[src/rtl/alu_pkg.sv]
// Shared opcodes, FSM state type and flag formation for the multi-cycle ALU.
package alu_pkg;

   localparam logic [3:0] OP_AND = 4'd0;
   localparam logic [3:0] OP_OR  = 4'd1;
   localparam logic [3:0] OP_ADD = 4'd2;
   localparam logic [3:0] OP_SUB = 4'd3;
   localparam logic [3:0] OP_SLT = 4'd4;
   localparam logic [3:0] OP_NOR = 4'd5;
   localparam logic [3:0] OP_SLL = 4'd6;
   localparam logic [3:0] OP_SRL = 4'd7;
   localparam logic [3:0] OP_MUL = 4'd8;

   typedef enum logic [1:0] {IDLE, EXEC, DONE} state_t;

   typedef struct packed {
      logic zero;
      logic carry;
      logic ovf;
   } flags_t;

   // Undefined opcodes report all flags clear even though their result is 0.
   function automatic flags_t calc_flags(input logic known_op, input logic arith,
                                         input logic res_zero, input logic c,
                                         input logic v);
      flags_t f;
      f.zero  = known_op & res_zero;
      f.carry = arith & c;
      f.ovf   = arith & v;
      return f;
   endfunction

endpackage

[src/rtl/alu_core.sv]
// Combinational WIDTH-bit logic/add/sub/slt unit with raw carry-out and signed overflow.
module alu_core
   import alu_pkg::*;
#(
   parameter int WIDTH = 8
) (
   input  logic [3:0]       op,
   input  logic [WIDTH-1:0] a,
   input  logic [WIDTH-1:0] b,
   output logic [WIDTH-1:0] res,
   output logic             carry,
   output logic             ovf
);

   logic             sub;
   logic [WIDTH-1:0] bx;
   logic [WIDTH:0]   sum;

   assign sub   = (op == OP_SUB) || (op == OP_SLT);
   assign bx    = sub ? ~b : b;
   assign sum   = {1'b0, a} + {1'b0, bx} + {{WIDTH{1'b0}}, sub};
   assign carry = sum[WIDTH];
   assign ovf   = (a[WIDTH-1] == bx[WIDTH-1]) && (sum[WIDTH-1] != a[WIDTH-1]);

   always_comb begin
      res = '0;
      case (op)
         OP_AND:  res = a & b;
         OP_OR:   res = a | b;
         OP_ADD:  res = sum[WIDTH-1:0];
         OP_SUB:  res = sum[WIDTH-1:0];
         // Sign of a-b corrected by overflow gives the true signed ordering.
         OP_SLT:  res = {{(WIDTH-1){1'b0}}, sum[WIDTH-1] ^ ovf};
         OP_NOR:  res = ~(a | b);
         default: res = '0;
      endcase
   end

endmodule

[src/rtl/alu_mc.sv]
// Multi-cycle ALU: single-cycle ops via alu_core, iterative shift and shift-add multiply.
module alu_mc
   import alu_pkg::*;
#(
   parameter  int WIDTH = 8,
   localparam int SHW   = $clog2(WIDTH)
) (
   input  logic             clk,
   input  logic             rst,
   input  logic             start,
   input  logic [3:0]       op,
   input  logic [WIDTH-1:0] a,
   input  logic [WIDTH-1:0] b,
   output logic             ready,
   output logic             done,
   output logic [WIDTH-1:0] result,
   output logic             zero,
   output logic             carry,
   output logic             ovf
);

   state_t           state, state_nxt;
   logic [SHW:0]     cnt;
   logic [3:0]       op_q;
   logic [WIDTH-1:0] work, mplier, acc;
   flags_t           flags, flags_nxt;

   logic [WIDTH-1:0] core_res;
   logic             core_c, core_v;

   logic             accept, is_shift, is_mul, go_exec, last_step, load_result;
   logic [SHW-1:0]   shamt;
   logic [WIDTH-1:0] single_res, work_step, acc_step, final_res, result_nxt;

   alu_core #(.WIDTH(WIDTH)) u_core (
      .op    (op),
      .a     (a),
      .b     (b),
      .res   (core_res),
      .carry (core_c),
      .ovf   (core_v)
   );

   assign ready     = (state == IDLE);
   assign done      = (state == DONE);
   assign accept    = start && ready;
   assign shamt     = b[SHW-1:0];
   assign is_shift  = (op == OP_SLL) || (op == OP_SRL);
   assign is_mul    = (op == OP_MUL);
   assign go_exec   = is_mul || (is_shift && (shamt != '0));
   assign last_step = (state == EXEC) && (cnt == (SHW+1)'(1));

   // The work register is the shifter in SLL/SRL and the multiplicand in MUL.
   assign single_res = is_shift ? a : core_res;
   assign work_step  = (op_q == OP_SRL) ? (work >> 1) : (work << 1);
   assign acc_step   = acc + (mplier[0] ? work : '0);
   assign final_res  = (op_q == OP_MUL) ? acc_step : work_step;

   always_comb begin
      state_nxt   = state;
      load_result = 1'b0;
      result_nxt  = single_res;
      flags_nxt   = calc_flags(op <= OP_MUL, (op == OP_ADD) || (op == OP_SUB),
                               single_res == '0, core_c, core_v);
      case (state)
         IDLE: begin
            if (accept) begin
               state_nxt   = go_exec ? EXEC : DONE;
               load_result = !go_exec;
            end
         end
         EXEC: begin
            result_nxt = final_res;
            flags_nxt  = calc_flags(1'b1, 1'b0, final_res == '0, 1'b0, 1'b0);
            if (last_step) begin
               state_nxt   = DONE;
               load_result = 1'b1;
            end
         end
         DONE:    state_nxt = IDLE;
         default: state_nxt = IDLE;
      endcase
   end

   always_ff @(posedge clk or posedge rst) begin
      if (rst) begin
         state <= IDLE;
      end else begin
         state <= state_nxt;
      end
   end

   always_ff @(posedge clk or posedge rst) begin
      if (rst) begin
         cnt    <= '0;
         op_q   <= '0;
         work   <= '0;
         mplier <= '0;
         acc    <= '0;
         result <= '0;
         flags  <= '0;
      end else begin
         if (accept && go_exec) begin
            op_q   <= op;
            work   <= a;
            mplier <= b;
            acc    <= '0;
            cnt    <= is_mul ? (SHW+1)'(WIDTH) : {1'b0, shamt};
         end else if (state == EXEC) begin
            work   <= work_step;
            mplier <= mplier >> 1;
            acc    <= acc_step;
            cnt    <= cnt - 1'b1;
         end
         if (load_result) begin
            result <= result_nxt;
            flags  <= flags_nxt;
         end
      end
   end

   assign zero  = flags.zero;
   assign carry = flags.carry;
   assign ovf   = flags.ovf;

endmodule

[config.mk]
export PLATFORM = sky130hd
export DESIGN_NAME = alu_mc
export DESIGN_NICKNAME = d
export VERILOG_FILES = /design/src/rtl/alu_pkg.sv /design/src/rtl/alu_core.sv /design/src/rtl/alu_mc.sv
export SDC_FILE = /design/constraint.sdc
export NUM_CORES = 1
export LEC_CHECK = 0
export CORE_ASPECT_RATIO = 0.6
export CORE_MARGIN = 1
export CORE_UTILIZATION = 55
export CTS_CLUSTER_DIAMETER = 80
export DETAILED_ROUTE_END_ITERATION = 12
export HOLD_SLACK_MARGIN = 0.06
export PLACE_DENSITY = 0.87
export RECOVER_POWER = 50
export SETUP_SLACK_MARGIN = 0.1
export SLEW_MARGIN = 20
export SYNTH_ARGS = -nofsm -noshare
export SYNTH_HDL_FRONTEND = slang
export SYNTH_SLANG_ARGS = --single-unit
[constraint.sdc]
create_clock -name clk -period 6.5 [get_ports clk]
set_clock_uncertainty 0.05 [all_clocks]
set_input_delay 1.3 -clock clk [delete_from_list [all_inputs] [get_ports clk]]
set_output_delay 1.3 -clock clk [all_outputs]
set_load 0.02 [all_outputs]
==> metrics.md <==
| Metric | Value |
|---|---|
| Crit path DAT | 5.26 ns |
| Clk root buf | clkbuf_8 |
| Failing checks | capacitance limit, slew limit |
| Crit Path Category | input port to flip-flop |
| Fin crit period | slightly above 5 ns |
| Crit start category | input port |
| Synth cell types | 66 |
| Cell-internal power | ~0.76 mW |
| Post-synth EDFFs | 0 |
| Ports | 36 |
| Mapped Nets | 439 |
| Final period utilization | 0.781 |
| F_max | 0.197 GHz |
| Worst slew margin | -0.136 |
| Pwr Total | between 1 and 1.5 mW |
| Port bufs | 35 |
| Hold path cells | 1 |
| Sequential fraction of design power | 0.370 |
| Clk sinks | 45 |
| Reg-to-Reg Start | mplier[0]$_DFFE_PP0P_ |
| Comb pwr share | 0.494 |
| Post-place instance area | ~3800 um^2 |
| CTS tree | built |
| R2r worst-path depth | 10 |
| H-tree level count | 2 |
| Post-synthesis instance total | 396 |
| Vias/cell | between 6 and 7 |
| Layout cells sized above 1 | 0.0822 |
| Critical R2R Capture | zero$_DFFE_PP0P_ |
| Placer's final routability congestion estimate | 0.989 |
| Pleak | 1.72 nW |
| Avg WL per Cell | roughly 19 um |
| Min-delay src | result[2]$_DFFE_PP0P_ |
| Net Sw Power | approximately 0.60 mW |
| GRT Total Usage | 0.308 |
| Req. time, crit path | between 6 and 7 ns |
| CP Capture Type | flip-flop |
| Cell area after synthesis | 3430 um^2 |
| Fin Hold WS | around 0.44 ns |
| Drt first pass iters | 5 |
| Core footprint | 5780 um^2 |
| Drc violations | 0 |
| Routed Antenna Nets | 0 |
| First-pass GRT wire length | 15600 um |
| R2R Setup Slk | 3.57 ns |
| Min-Delay Path Class | flip-flop to flip-flop |
| Worst-margin pin slew | between 1.5 and 2 ns |
| Post-route cell area | approximately 3900 um^2 |
| CTS Buf Count | 5 |
| Grt total ovfl | 0 |
| # Post-CTS Setup Buffers | 0 |
| RSZ-0062 raised after global routing | no |
| Die Span X | around 100 um |
| Sequential area share after synthesis | 0.328 |
| Bufs on Longest Clock Path | 2 |
| Row count | 21 |
| Largest net degree at the start of global routing | 46 |
| Total wire length | ~9500 um |
| Main synth FF type | dfrtp_1 |
| Antenna violations before repair | 0 |
| Avg Inst Size Synth | ~8.7 um^2 |
| Die area | ~6600 um^2 |
| Final Hold Fails | 0 |
| HPWL Detailed | just over 7000 um |
| Nets | 468 |
| Final setup fails | 0 |
| Vias in the first global route | 2925 |
| Clk slew on worst S/H paths | 0.09 ns |
| Antenna diodes | 0 |
| Peak supply drop | around 0.21 mV |
| Final setup TNS | 0 ns |
| Sw frac | 0.441 |
| Layout area overhead | 14.9% |
| Vias | 3197 |
| CTS Hold Buffers Added | 0 |
| Die Ht | roughly 63 um |
| Power Density | about 340 nW/um^2 |
| Post-CTS resize count | 0 |
| Insertion delay of the later-clocked pin in the worst-skew pair | ~0.32 ns |
| Status | complete, but fails checks |
| Slew Viols, Final | 46 |
| Warnings from Yosys | 0 |
| Max_cap viols | 1 |
| DR iter-0 viols | about 400 |
| Hold worst-path end | result[2]$_DFFE_PP0P_ |
| #FFs+latches synth | between 40 and 50 |
| Synth async-reset ratio | 1.00 |
| Initial core utilization | 0.594 |
| Clock Power Share | 0.137 |
| CP Max Fanout | 15 |
## layout make-up
cell class,count,area (um^2)
clock inverters,3,21.3
multi-input cells,321,2190
flip-flops and latches,45,1130
fillers,468,1840
clock buffers,5,68.8
repair buffers,40,388
inverters,12,46.3
well taps,80,100
## critical path, cell delays in order
cell and delay [ns]:
clkdlybuf4s50_1 0.72, or4bb_1 0.70, and2_1 0.31, xnor2_1 0.23, fa_1 0.45, a211oi_1 0.37
nor2_1 0.09, nor2_1 0.10, o311ai_0 0.19, nor4b_1 0.42, nand4b_1 0.18, o31ai_2 0.19
## cell usage after synthesis, types with 3 or more instances
cell type,n,share of area
and2_1,9,0.016
nand2b_1,3,0.0055
xor2_1,9,0.023
maj3_1,5,0.015
a221oi_1,3,0.0077
a21o_1,4,0.0087
o21ai_1,4,0.0058
nor3_1,5,0.0073
xnor2_1,13,0.033
a32oi_1,3,0.0077
ha_1,18,0.066
buf_2,3,0.0044
nand4_1,3,0.0055
a22oi_1,8,0.017
nand2_1,66,0.072
o21ai_0,27,0.039
dfrtp_1,45,0.33
a21oi_1,18,0.026
a211oi_1,3,0.0066
clkbuf_1,12,0.013
inv_1,10,0.011
o21bai_1,3,0.0066
mux2i_1,9,0.026
or3_1,3,0.0055
nand3_1,15,0.022
nor2_1,31,0.034
a221o_1,6,0.017
nor4b_1,6,0.015
mux2_2,6,0.020
## sequential cells by signal, summed over array words and instances (netlist names)
signal  cells
carry       1
state       2
acc         8
work        8
zero        1
op_q        4
mplier      8
result      8
cnt         4
ovf         1
## logic make-up after synthesis
group / after synthesis / share of synthesized area
compound gates: 106 / 0.226
flops: 45 / 0.328
buf+inv: 30 / 0.0364
fa+ha+maj: 25 / 0.0918
simple gates: 153 / 0.216
xor+xnor: 22 / 0.0561
mux: 15 / 0.0459
## through the flow
step                      utilization  setup WS, ns  cells
final                           0.682          1.42    506
after global routing            0.682          1.15    506
after CTS                       0.680          1.49    506
after detailed placement        0.665          1.15    498
after global placement          0.665          1.38    498
after floorplan                     -          2.16    396
## metal layers
layer	vias to the layer above	wire [um]	track usage
met5	-	0	0
met1	1513	4360	0.476
met4	0	92	0.0732
li1	1498	-	-
met3	10	1200	0.0776
met2	176	3890	0.423
## worst max path at each step
stage | to | cells past startpoint | from | slack, ns
after CTS | zero$_DFFE_PP0P_ | 12 | op[3] | 1.49
final | zero$_DFFE_PP0P_ | 12 | op[3] | 1.42
after global routing | zero$_DFFE_PP0P_ | 12 | op[3] | 1.15
after floorplan | result[0]$_DFFE_PP0P_ | 12 | op[0] | 2.16
after global placement | zero$_DFFE_PP0P_ | 12 | op[2] | 1.38
after detailed placement | zero$_DFFE_PP0P_ | 12 | op[3] | 1.15
## power by group through the flow
stage / clock network, mW / logic [mW] / registers [mW]
5_1_grt: 0.198 / 0.735 / 0.514
3_3_place_gp: 0 / 0.636 / 0.494
2_1_floorplan: 0 / 0.437 / 0.499
6_report: 0.185 / 0.668 / 0.500
4_1_cts: 0.188 / 0.662 / 0.495
3_5_place_dp: 0 / 0.658 / 0.497
## cells in the final DEF, fill, tap and decap left out, drive strengths merged, types with 7 or more instances in the layout
master	count
nand2	66
nand3	15
xor2	9
mux2i	9
and2	9
nor2	31
dfrtp	45
a22oi	9
o21ai	33
dlygate4sd3	7
a21oi	18
clkdlybuf4s50	28
xnor2	13
inv	11
ha	18
nor4b	7
Note: power is estimated with default switching activity, not from simulation.
